--- src/rtl/ram_arbiter_if.sv ---
// Bundle of the fetch, data and memory port signals around ram_arbiter.
// slave is the arbiter's view; master is the core/memory side.
interface ram_arbiter_if;
  logic        i_ren;
  logic [31:0] i_addr;
  logic [31:0] i_load;
  logic [1:0]  i_state;
  logic        d_ren;
  logic [3:0]  d_wen;
  logic [31:0] d_addr;
  logic [31:0] d_store;
  logic [31:0] d_load;
  logic [1:0]  d_state;
  logic        m_ren;
  logic [3:0]  m_wen;
  logic [31:0] m_addr;
  logic [31:0] m_store;
  logic [31:0] m_load;
  logic [1:0]  m_state;

  modport slave (
    input  i_ren, i_addr, d_ren, d_wen, d_addr, d_store, m_load, m_state,
    output i_load, i_state, d_load, d_state, m_ren, m_wen, m_addr, m_store
  );
  modport master (
    output i_ren, i_addr, d_ren, d_wen, d_addr, d_store, m_load, m_state,
    input  i_load, i_state, d_load, d_state, m_ren, m_wen, m_addr, m_store
  );
endinterface

--- src/rtl/ram_arbiter.sv ---
// Two-requester (fetch/data) arbiter for one single-port memory, zero added latency.
// Define ARB_ROUND_ROBIN_EN for alternating tie-break instead of fixed DATA_PRIO.
module ram_arbiter #(
  parameter bit DATA_PRIO = 1'b1
) (
  input  logic         clk,
  input  logic         rst,
  ram_arbiter_if.slave bus
);
  typedef enum logic [1:0] {RAM_IDLE = 2'd0, RAM_WAIT = 2'd1, RAM_DONE = 2'd2} ram_state_t;
  typedef enum logic [1:0] {OWN_NONE = 2'd0, OWN_I = 2'd1, OWN_D = 2'd2} owner_t;

  owner_t owner, sel;
  logic   i_req, d_req, d_win, own_req;

  assign i_req = bus.i_ren;
  assign d_req = bus.d_ren | (|bus.d_wen);

`ifdef ARB_ROUND_ROBIN_EN
  logic last_d;  // 1 when D received the most recent grant
  assign d_win = ~last_d;
`else
  assign d_win = DATA_PRIO;
`endif

  // Arbitrate only when idle; an owner keeps the port until DONE or it withdraws.
  always_comb begin
    sel = owner;
    if (owner == OWN_NONE) begin
      if (i_req && d_req) sel = d_win ? OWN_D : OWN_I;
      else if (d_req)     sel = OWN_D;
      else if (i_req)     sel = OWN_I;
    end
    if (rst) sel = OWN_NONE;
  end

  assign own_req = (sel == OWN_I) ? i_req : (sel == OWN_D) ? d_req : 1'b0;

  always_comb begin
    bus.m_ren   = 1'b0;
    bus.m_wen   = 4'h0;
    bus.m_addr  = 32'h0;
    bus.m_store = 32'h0;
    bus.i_state = i_req ? RAM_WAIT : RAM_IDLE;
    bus.d_state = d_req ? RAM_WAIT : RAM_IDLE;
    case (sel)
      OWN_I: begin
        bus.m_ren   = bus.i_ren;
        bus.m_addr  = bus.i_addr;
        bus.i_state = bus.m_state;
      end
      OWN_D: begin
        bus.m_ren   = bus.d_ren;
        bus.m_wen   = bus.d_wen;
        bus.m_addr  = bus.d_addr;
        bus.m_store = bus.d_store;
        bus.d_state = bus.m_state;
      end
      default: ;
    endcase
    if (rst) begin
      bus.i_state = RAM_IDLE;
      bus.d_state = RAM_IDLE;
    end
  end

  assign bus.i_load = bus.m_load;
  assign bus.d_load = bus.m_load;

  always_ff @(posedge clk) begin
    if (rst)
      owner <= OWN_NONE;
    else if (sel == OWN_NONE || bus.m_state == RAM_DONE || !own_req)
      owner <= OWN_NONE;
    else
      owner <= sel;
  end

`ifdef ARB_ROUND_ROBIN_EN
  always_ff @(posedge clk) begin
    if (rst)
      last_d <= 1'b0;
    else if (owner == OWN_NONE && sel != OWN_NONE)
      last_d <= (sel == OWN_D);
  end
`endif
endmodule

--- src/flat_wrapper.sv ---
// flat-port wrapper written by rule: the top's interface ports become plain ports
module ram_arbiter_flat 
#(
  parameter bit DATA_PRIO = 1'b1
)
  (clk, rst, bus_i_ren, bus_i_addr, bus_d_ren, bus_d_wen, bus_d_addr, bus_d_store, bus_m_load, bus_m_state, bus_i_load, bus_i_state, bus_d_load, bus_d_state, bus_m_ren, bus_m_wen, bus_m_addr, bus_m_store);
  ram_arbiter_if bus_i ();
  input  logic clk;
  input  logic rst;
  input wire logic [$bits(bus_i.i_ren)-1:0] bus_i_ren;
  input wire logic [$bits(bus_i.i_addr)-1:0] bus_i_addr;
  input wire logic [$bits(bus_i.d_ren)-1:0] bus_d_ren;
  input wire logic [$bits(bus_i.d_wen)-1:0] bus_d_wen;
  input wire logic [$bits(bus_i.d_addr)-1:0] bus_d_addr;
  input wire logic [$bits(bus_i.d_store)-1:0] bus_d_store;
  input wire logic [$bits(bus_i.m_load)-1:0] bus_m_load;
  input wire logic [$bits(bus_i.m_state)-1:0] bus_m_state;
  output wire logic [$bits(bus_i.i_load)-1:0] bus_i_load;
  output wire logic [$bits(bus_i.i_state)-1:0] bus_i_state;
  output wire logic [$bits(bus_i.d_load)-1:0] bus_d_load;
  output wire logic [$bits(bus_i.d_state)-1:0] bus_d_state;
  output wire logic [$bits(bus_i.m_ren)-1:0] bus_m_ren;
  output wire logic [$bits(bus_i.m_wen)-1:0] bus_m_wen;
  output wire logic [$bits(bus_i.m_addr)-1:0] bus_m_addr;
  output wire logic [$bits(bus_i.m_store)-1:0] bus_m_store;
  assign bus_i.i_ren = bus_i_ren;
  assign bus_i.i_addr = bus_i_addr;
  assign bus_i.d_ren = bus_d_ren;
  assign bus_i.d_wen = bus_d_wen;
  assign bus_i.d_addr = bus_d_addr;
  assign bus_i.d_store = bus_d_store;
  assign bus_i.m_load = bus_m_load;
  assign bus_i.m_state = bus_m_state;
  assign bus_i_load = bus_i.i_load;
  assign bus_i_state = bus_i.i_state;
  assign bus_d_load = bus_i.d_load;
  assign bus_d_state = bus_i.d_state;
  assign bus_m_ren = bus_i.m_ren;
  assign bus_m_wen = bus_i.m_wen;
  assign bus_m_addr = bus_i.m_addr;
  assign bus_m_store = bus_i.m_store;
  ram_arbiter #(.DATA_PRIO(DATA_PRIO)) u_core (.clk(clk), .rst(rst), .bus(bus_i));
endmodule
--- config.mk ---
export PLATFORM = sky130hd
export DESIGN_NAME = ram_arbiter_flat
export DESIGN_NICKNAME = d
export VERILOG_FILES = /design/src/rtl/ram_arbiter_if.sv /design/src/rtl/ram_arbiter.sv /design/src/flat_wrapper.sv
export SDC_FILE = /design/constraint.sdc
export NUM_CORES = 1
export LEC_CHECK = 0
export CORE_AREA = 8 8 101 103
export DETAILED_ROUTE_END_ITERATION = 16
export DIE_AREA = 0 0 109 111
export PLACE_DENSITY = 0.73
export SLEW_MARGIN = 15
export SYNTH_ARGS = -nofsm -noshare
export SYNTH_HDL_FRONTEND = slang
export SYNTH_SLANG_ARGS = --single-unit
--- constraint.sdc ---
create_clock -name clk -period 6.5 [get_ports clk]
set_clock_uncertainty 0.2 [all_clocks]
set_input_delay 1.95 -clock clk [delete_from_list [all_inputs] [get_ports clk]]
set_output_delay 1.95 -clock clk [all_outputs]
set_load 0.01 [all_outputs]
After elaboration in Yosys (flattened, before gate mapping). Index checks and enable logic that the tools add are counted.

Bits in registers: 2. Input port bits: 138. Output and inout port bits: 137. Word-level logic and storage cells: 30.

Equal/unequal tests: 3. Multiplexer cells: 17. Bitwise operators: 1. Reductions and logical operators: 8.

Operator list (number): one-hot mux 32 bit (2 select lines) (1); 2-to-1 mux 32 bit (1); 2-to-1 mux 2 bit (9); equality test 2 bit, second input constant (2); zero test 2 bit (2); 2-to-1 mux 1 bit (4); 2-to-1 mux 4 bit (1); OR reduction 4 bit (1); equality test 2 x 1 -> 1 bit, second input constant (1); logical OR 1 bit (2); one-hot mux 1 bit (2 select lines) (1); OR reduction 2 bit (1); logical AND 1 bit (1); zero test 1 bit (1); bitwise OR 1 bit (1).

Logic depth before layout (Yosys ltp).
Depth after elaboration: 12. Gate-level depth with buffers: 9. Depth with buffers taken out: 7.

Worst setup path after synthesis. Ideal clock, no wire load.

Path type: input-to-output. Start: input port bus_d_ren. End: output port bus_m_addr[25]. Data arrival time: 3.442 ns. Required time: 4.350 ns. Slack: 0.908 ns. Stages on the path: 8. Buffers on the path: 2. Cells stage by stage: nor3_1 > a22o_1 > or2_2 > ha_1 > buf_2 > buf_1 > a22oi_1 > nor2_1.

Longest elaborated chain between the ends: 7. Elaborated cells between the ends (all ways): 9. Classes of those cells: eq/ne: 2; mux: 5; bitwise: 1; reduce/logical: 1.

RTL lines: start: declaration (RTL line flat_wrapper.sv:12) `input wire logic [$bits(bus_i.d_ren)-1:0] bus_d_ren;`; bitwise OR 1 bit * (RTL line ram_arbiter.sv:17) `assign d_req = bus.d_ren | (|bus.d_wen);`; 2-to-1 mux 2 bit or logical AND 1 bit (tied branches) (RTL line ram_arbiter.sv:31, ram_arbiter.sv:30); 2-to-1 mux 2 bit * (RTL line ram_arbiter.sv:30) `if (i_req && d_req) sel = d_win ? OWN_D : OWN_I;`; 2-to-1 mux 2 bit * (RTL line ram_arbiter.sv:29) `if (owner == OWN_NONE) begin`; 2-to-1 mux 2 bit * (RTL line ram_arbiter.sv:34) `if (rst) sel = OWN_NONE;`; equality test 2 bit or equality test 2 x 1 -> 1 bit (tied branches) (RTL line ram_arbiter.sv:46) `case (sel)`; one-hot mux 32 bit (2 select lines) * (RTL line ram_arbiter.sv:46); end: declaration (RTL line flat_wrapper.sv:24) `output wire logic [$bits(bus_i.m_addr)-1:0] bus_m_addr;`.

Every way passes the cells marked *; elsewhere a longest branch is shown, timed or not.

Final worst setup path.
Start: input port bus_d_wen[1]. End: output port bus_m_addr[20].

Longest elaborated chain between the ends: 8. Elaborated cells between the ends (all ways): 10. Classes of those cells: eq/ne: 2; mux: 5; bitwise: 1; reduce/logical: 2.

RTL lines: start: declaration (RTL line flat_wrapper.sv:13) `input wire logic [$bits(bus_i.d_wen)-1:0] bus_d_wen;`; OR reduction 4 bit * (RTL line ram_arbiter.sv:17); bitwise OR 1 bit * (RTL line ram_arbiter.sv:17); 2-to-1 mux 2 bit or logical AND 1 bit (tied branches) (RTL line ram_arbiter.sv:31, ram_arbiter.sv:30); 2-to-1 mux 2 bit * (RTL line ram_arbiter.sv:30); 2-to-1 mux 2 bit * (RTL line ram_arbiter.sv:29); 2-to-1 mux 2 bit * (RTL line ram_arbiter.sv:34); equality test 2 bit or equality test 2 x 1 -> 1 bit (tied branches) (RTL line ram_arbiter.sv:46); one-hot mux 32 bit (2 select lines) * (RTL line ram_arbiter.sv:46).

Marked as above.

==> impl_metrics.csv <==
group,metric,value,unit
min_path,whs_path_depth,3,
detailed_routing,post_drt_wl_per_cell,16.6,um
placement,port_buffers,178,
cts,cts.reportedPaths.clkPinSlew,0.03,ns
layout,diodes,0,
floorplanning,io_pins,275,
timing,tightest_slew,0.350,ns
detailed_routing,drc,0,
worst_setup_path,arrival,4.25,ns
grt,grt_remaining_overflow,0,
power,power_density,78.8,nW/um2
worst_setup_path,reg2reg_from,"u_core.owner[1]$_SDFF_PP0_",
placement,gp_congestion,0.836,
worst_setup_path,r2r-end,"u_core.owner[1]$_SDFF_PP0_",
worst_setup_path,cp-end-kind,"output port",
min_path,hp-class,"reg -> reg",
cts,cts_setup_buffers,0,
cts,clk_latency,0.21,ns
logic_synthesis,synth.most_common_cell,"buf_4",
floorplanning,start_util,16.1,%
timing,layout_setup_ws,0.0964,ns
cts,htreeDepth,1,
worst_setup_path,slowest_stage,"clkdlybuf4s50_1",
floorplanning,die_area,12100,um2
timing,fin_setup_tns,0,ns
detailed_routing,drt-total-wl,7.16,mm
layout,largest_reg_flops,2,
worst_setup_path,worstSetupPathType,"in -> out",
cts,cts_tree,"done",
logic_synthesis,synthCells,212,
cts,cts.sinks,2,
floorplanning,core-area,8550,um2
worst_setup_path,crit_family,"buffers and inverters",
layout,fin_area,2930,um2
layout,fillers,883,
run_status,status,"complete, no violations",
placement,post-place-ws,-0.0193,ns
worst_setup_path,worst-path-max-fanout,33,
layout,top_register,"u_core.owner",
logic_synthesis,avgSynthCellArea,6.49,um2
timing,final.period_utilization,98.5,%
timing,fmax,156,MHz
logic_synthesis,synth-async-reset-ratio,0,%
layout,final_nets,466,
power,p_leak,1.07,nW
min_path,whs_endpoint,"u_core.owner[1]$_SDFF_PP0_",
worst_setup_path,cpMostUsedCell,"clkdlybuf4s50_1",
cts,cts_root_buffer,"clkbuf_8",
worst_setup_path,crit_required,4.35,ns
detailed_routing,final_antenna_net_count,0,
logic_synthesis,synth_fp_nets,353,
detailed_routing,dr.first_iter.drc_count,92,
logic_synthesis,yosys.area.top_type,"buf_4",
logic_synthesis,synth_cell_types,25,
floorplanning,fp-row-count,34,
logic_synthesis,synth_edf_count,0,
logic_synthesis,netlist_area,1380,um2
layout,syn_to_final_growth,113,%
detailed_routing,num_vias,1768,
timing,whs,0.461,ns
layout,layout-drive-gt1-share,6.81,%
logic_synthesis,synth.area.top_cells,"buf_4 35%, a22oi_1 17%, and2_1 16%",
timing,slew_viol_final,0,
min_path,min-delay-start,"u_core.owner[1]$_SDFF_PP0_",
logic_synthesis,synth-seq-area-share,2.91,%
logic_synthesis,synth_top_area_share,35.5,%
timing,final_hold_viol_count,0,
layout,top_regs,"u_core.owner x2",
detailed_routing,firstDrtPassIters,4,
timing,period_minus_slack,6.40,ns
worst_setup_path,reg2reg_depth,7,
worst_setup_path,cp-start-kind,"input pin",
worst_setup_path,crit_path_max_incr_delay,0.57,ns
floorplanning,dieHeight,111,um
worst_setup_path,crit_buf_inv,3,
placement,detailed_place.area,2860,um2
worst_setup_path,rrSetupSlack,4.40,ns
power,ir_drop,41.5,uV
cts,clockBufferDepth,2,
timing,slew_headroom,76.4,%
grt,grt_pass1_vias,1929,
grt,grt_max_degree,40,
worst_setup_path,cp_cell_sequence,"clkdlybuf4s50_1 > nor3_4 > a22o_1 > or2_2 > ha_2 > buf_12 > nor2_1 > clkdlybuf4s50_1",
worst_setup_path,crit_cells,8,
run,maxCapViolations,0,
floorplanning,die_w,109,um
timing,setup_violations,0,
logic_synthesis,synth_seq_cells,2,
timing,rsz0062_at_grt,"false",
cts,cts_buffers,3,
logic_synthesis,synthTopCellsByCount,"65 x buf_4, 37 x nor2_1, 36 x and2_1",
logic_synthesis,ys.warnings.count,0,
placement,dp_hpwl,5.95,mm
grt,track_usage,10.7,%
detailed_routing,avgViaCountPerCell,4.10,
grt,antenna_found_initial,0,
grt,grt_pass1_wl,10.5,mm
logic_synthesis,synth-main-ff-cell,"dfxtp_1",
==> repair_timing <==
action,4_1_cts,5_1_grt
gates resized for setup,1,5
pin swaps,0,1
endpoints found under the setup margin,8,29
hold buffers,0,0
==> worst max path at each step <==
stage                 start  slack (ns)        endpoint
6_report       bus_d_wen[1]         0.1  bus_m_addr[20]
4_1_cts           bus_d_ren        0.09  bus_m_addr[16]
5_1_grt        bus_d_wen[1]       0.008   bus_m_addr[7]
3_5_place_dp      bus_d_ren       -0.02  bus_m_addr[16]
3_3_place_gp   bus_d_wen[1]        0.06  bus_m_addr[29]
2_1_floorplan     bus_d_ren        0.91  bus_m_addr[25]
==> layout make-up <==
type	instances	area, um2	area share [%]
timing repair buffer	188	1900	64.9
multi-input combinational	125	793	27.1
tap	108	135	4.62
clock buffer	3	41.3	1.41
sequential	2	40.0	1.37
inverter	5	18.8	0.641
==> where the power goes <==
group	leakage [nW]	total (W)	switching, W	internal (W)
registers	0.0162	0.0000129	0.000000254	0.0000126
clock network	0.0216	0.0000484	0.00000930	0.0000391
logic	1.04	0.000169	0.0000570	0.000112
==> kinds of logic after synthesis <==
logic type               count (synthesis)  share of synthesized area (%)
buffers and inverters                   85                           41.5
AO/OA/AOI/OAI                           40                           22.6
flip-flops                               2                           2.91
adder cells (fa/ha/maj)                  3                           2.73
AND/OR/NAND/NOR                         81                           29.6
multiplexers                             1                          0.728
==> cell usage in the layout (no fill, tap or decap), types with 2 or more instances in the layout <==
cell type / count
clkdlybuf4s50_1: 178
nor2_1: 37
and2_1: 36
a22oi_1: 31
buf_4: 6
inv_1: 4
clkbuf_8: 3
buf_12: 3
nor3_1: 2
nand2_1: 2
a211oi_2: 2
ha_2: 2
dfxtp_1: 2
==> worst min-delay path, cell delays in order, from the launching register on <==
cell,delay [ns]
dfxtp_1,0.32
inv_1,0.06
a22o_1,0.18
a211oi_2,0.04
==> stage by stage <==
| stage | instances | utilization [%] | total power, W |
|---|---|---|---|
| after floorplan | 212 | - | 0.000102 |
| after global placement | 428 | 33.4 | 0.000180 |
| after detailed placement | 428 | 33.4 | 0.000181 |
| after CTS | 431 | 33.9 | 0.000233 |
| after global routing | 431 | 34.2 | 0.000245 |
| final | 431 | 34.2 | 0.000231 |
==> per-layer routing <==
layer | global-route usage [%] | up-vias | routed length, um
met5 | 0 | - | 0
met2 | 19.5 | 88 | 3790
li1 | - | 866 | -
met3 | 3.31 | 27 | 623
met1 | 11.0 | 787 | 2560
met4 | 4.11 | 0 | 180
Note: power is estimated with default switching activity, not from simulation.
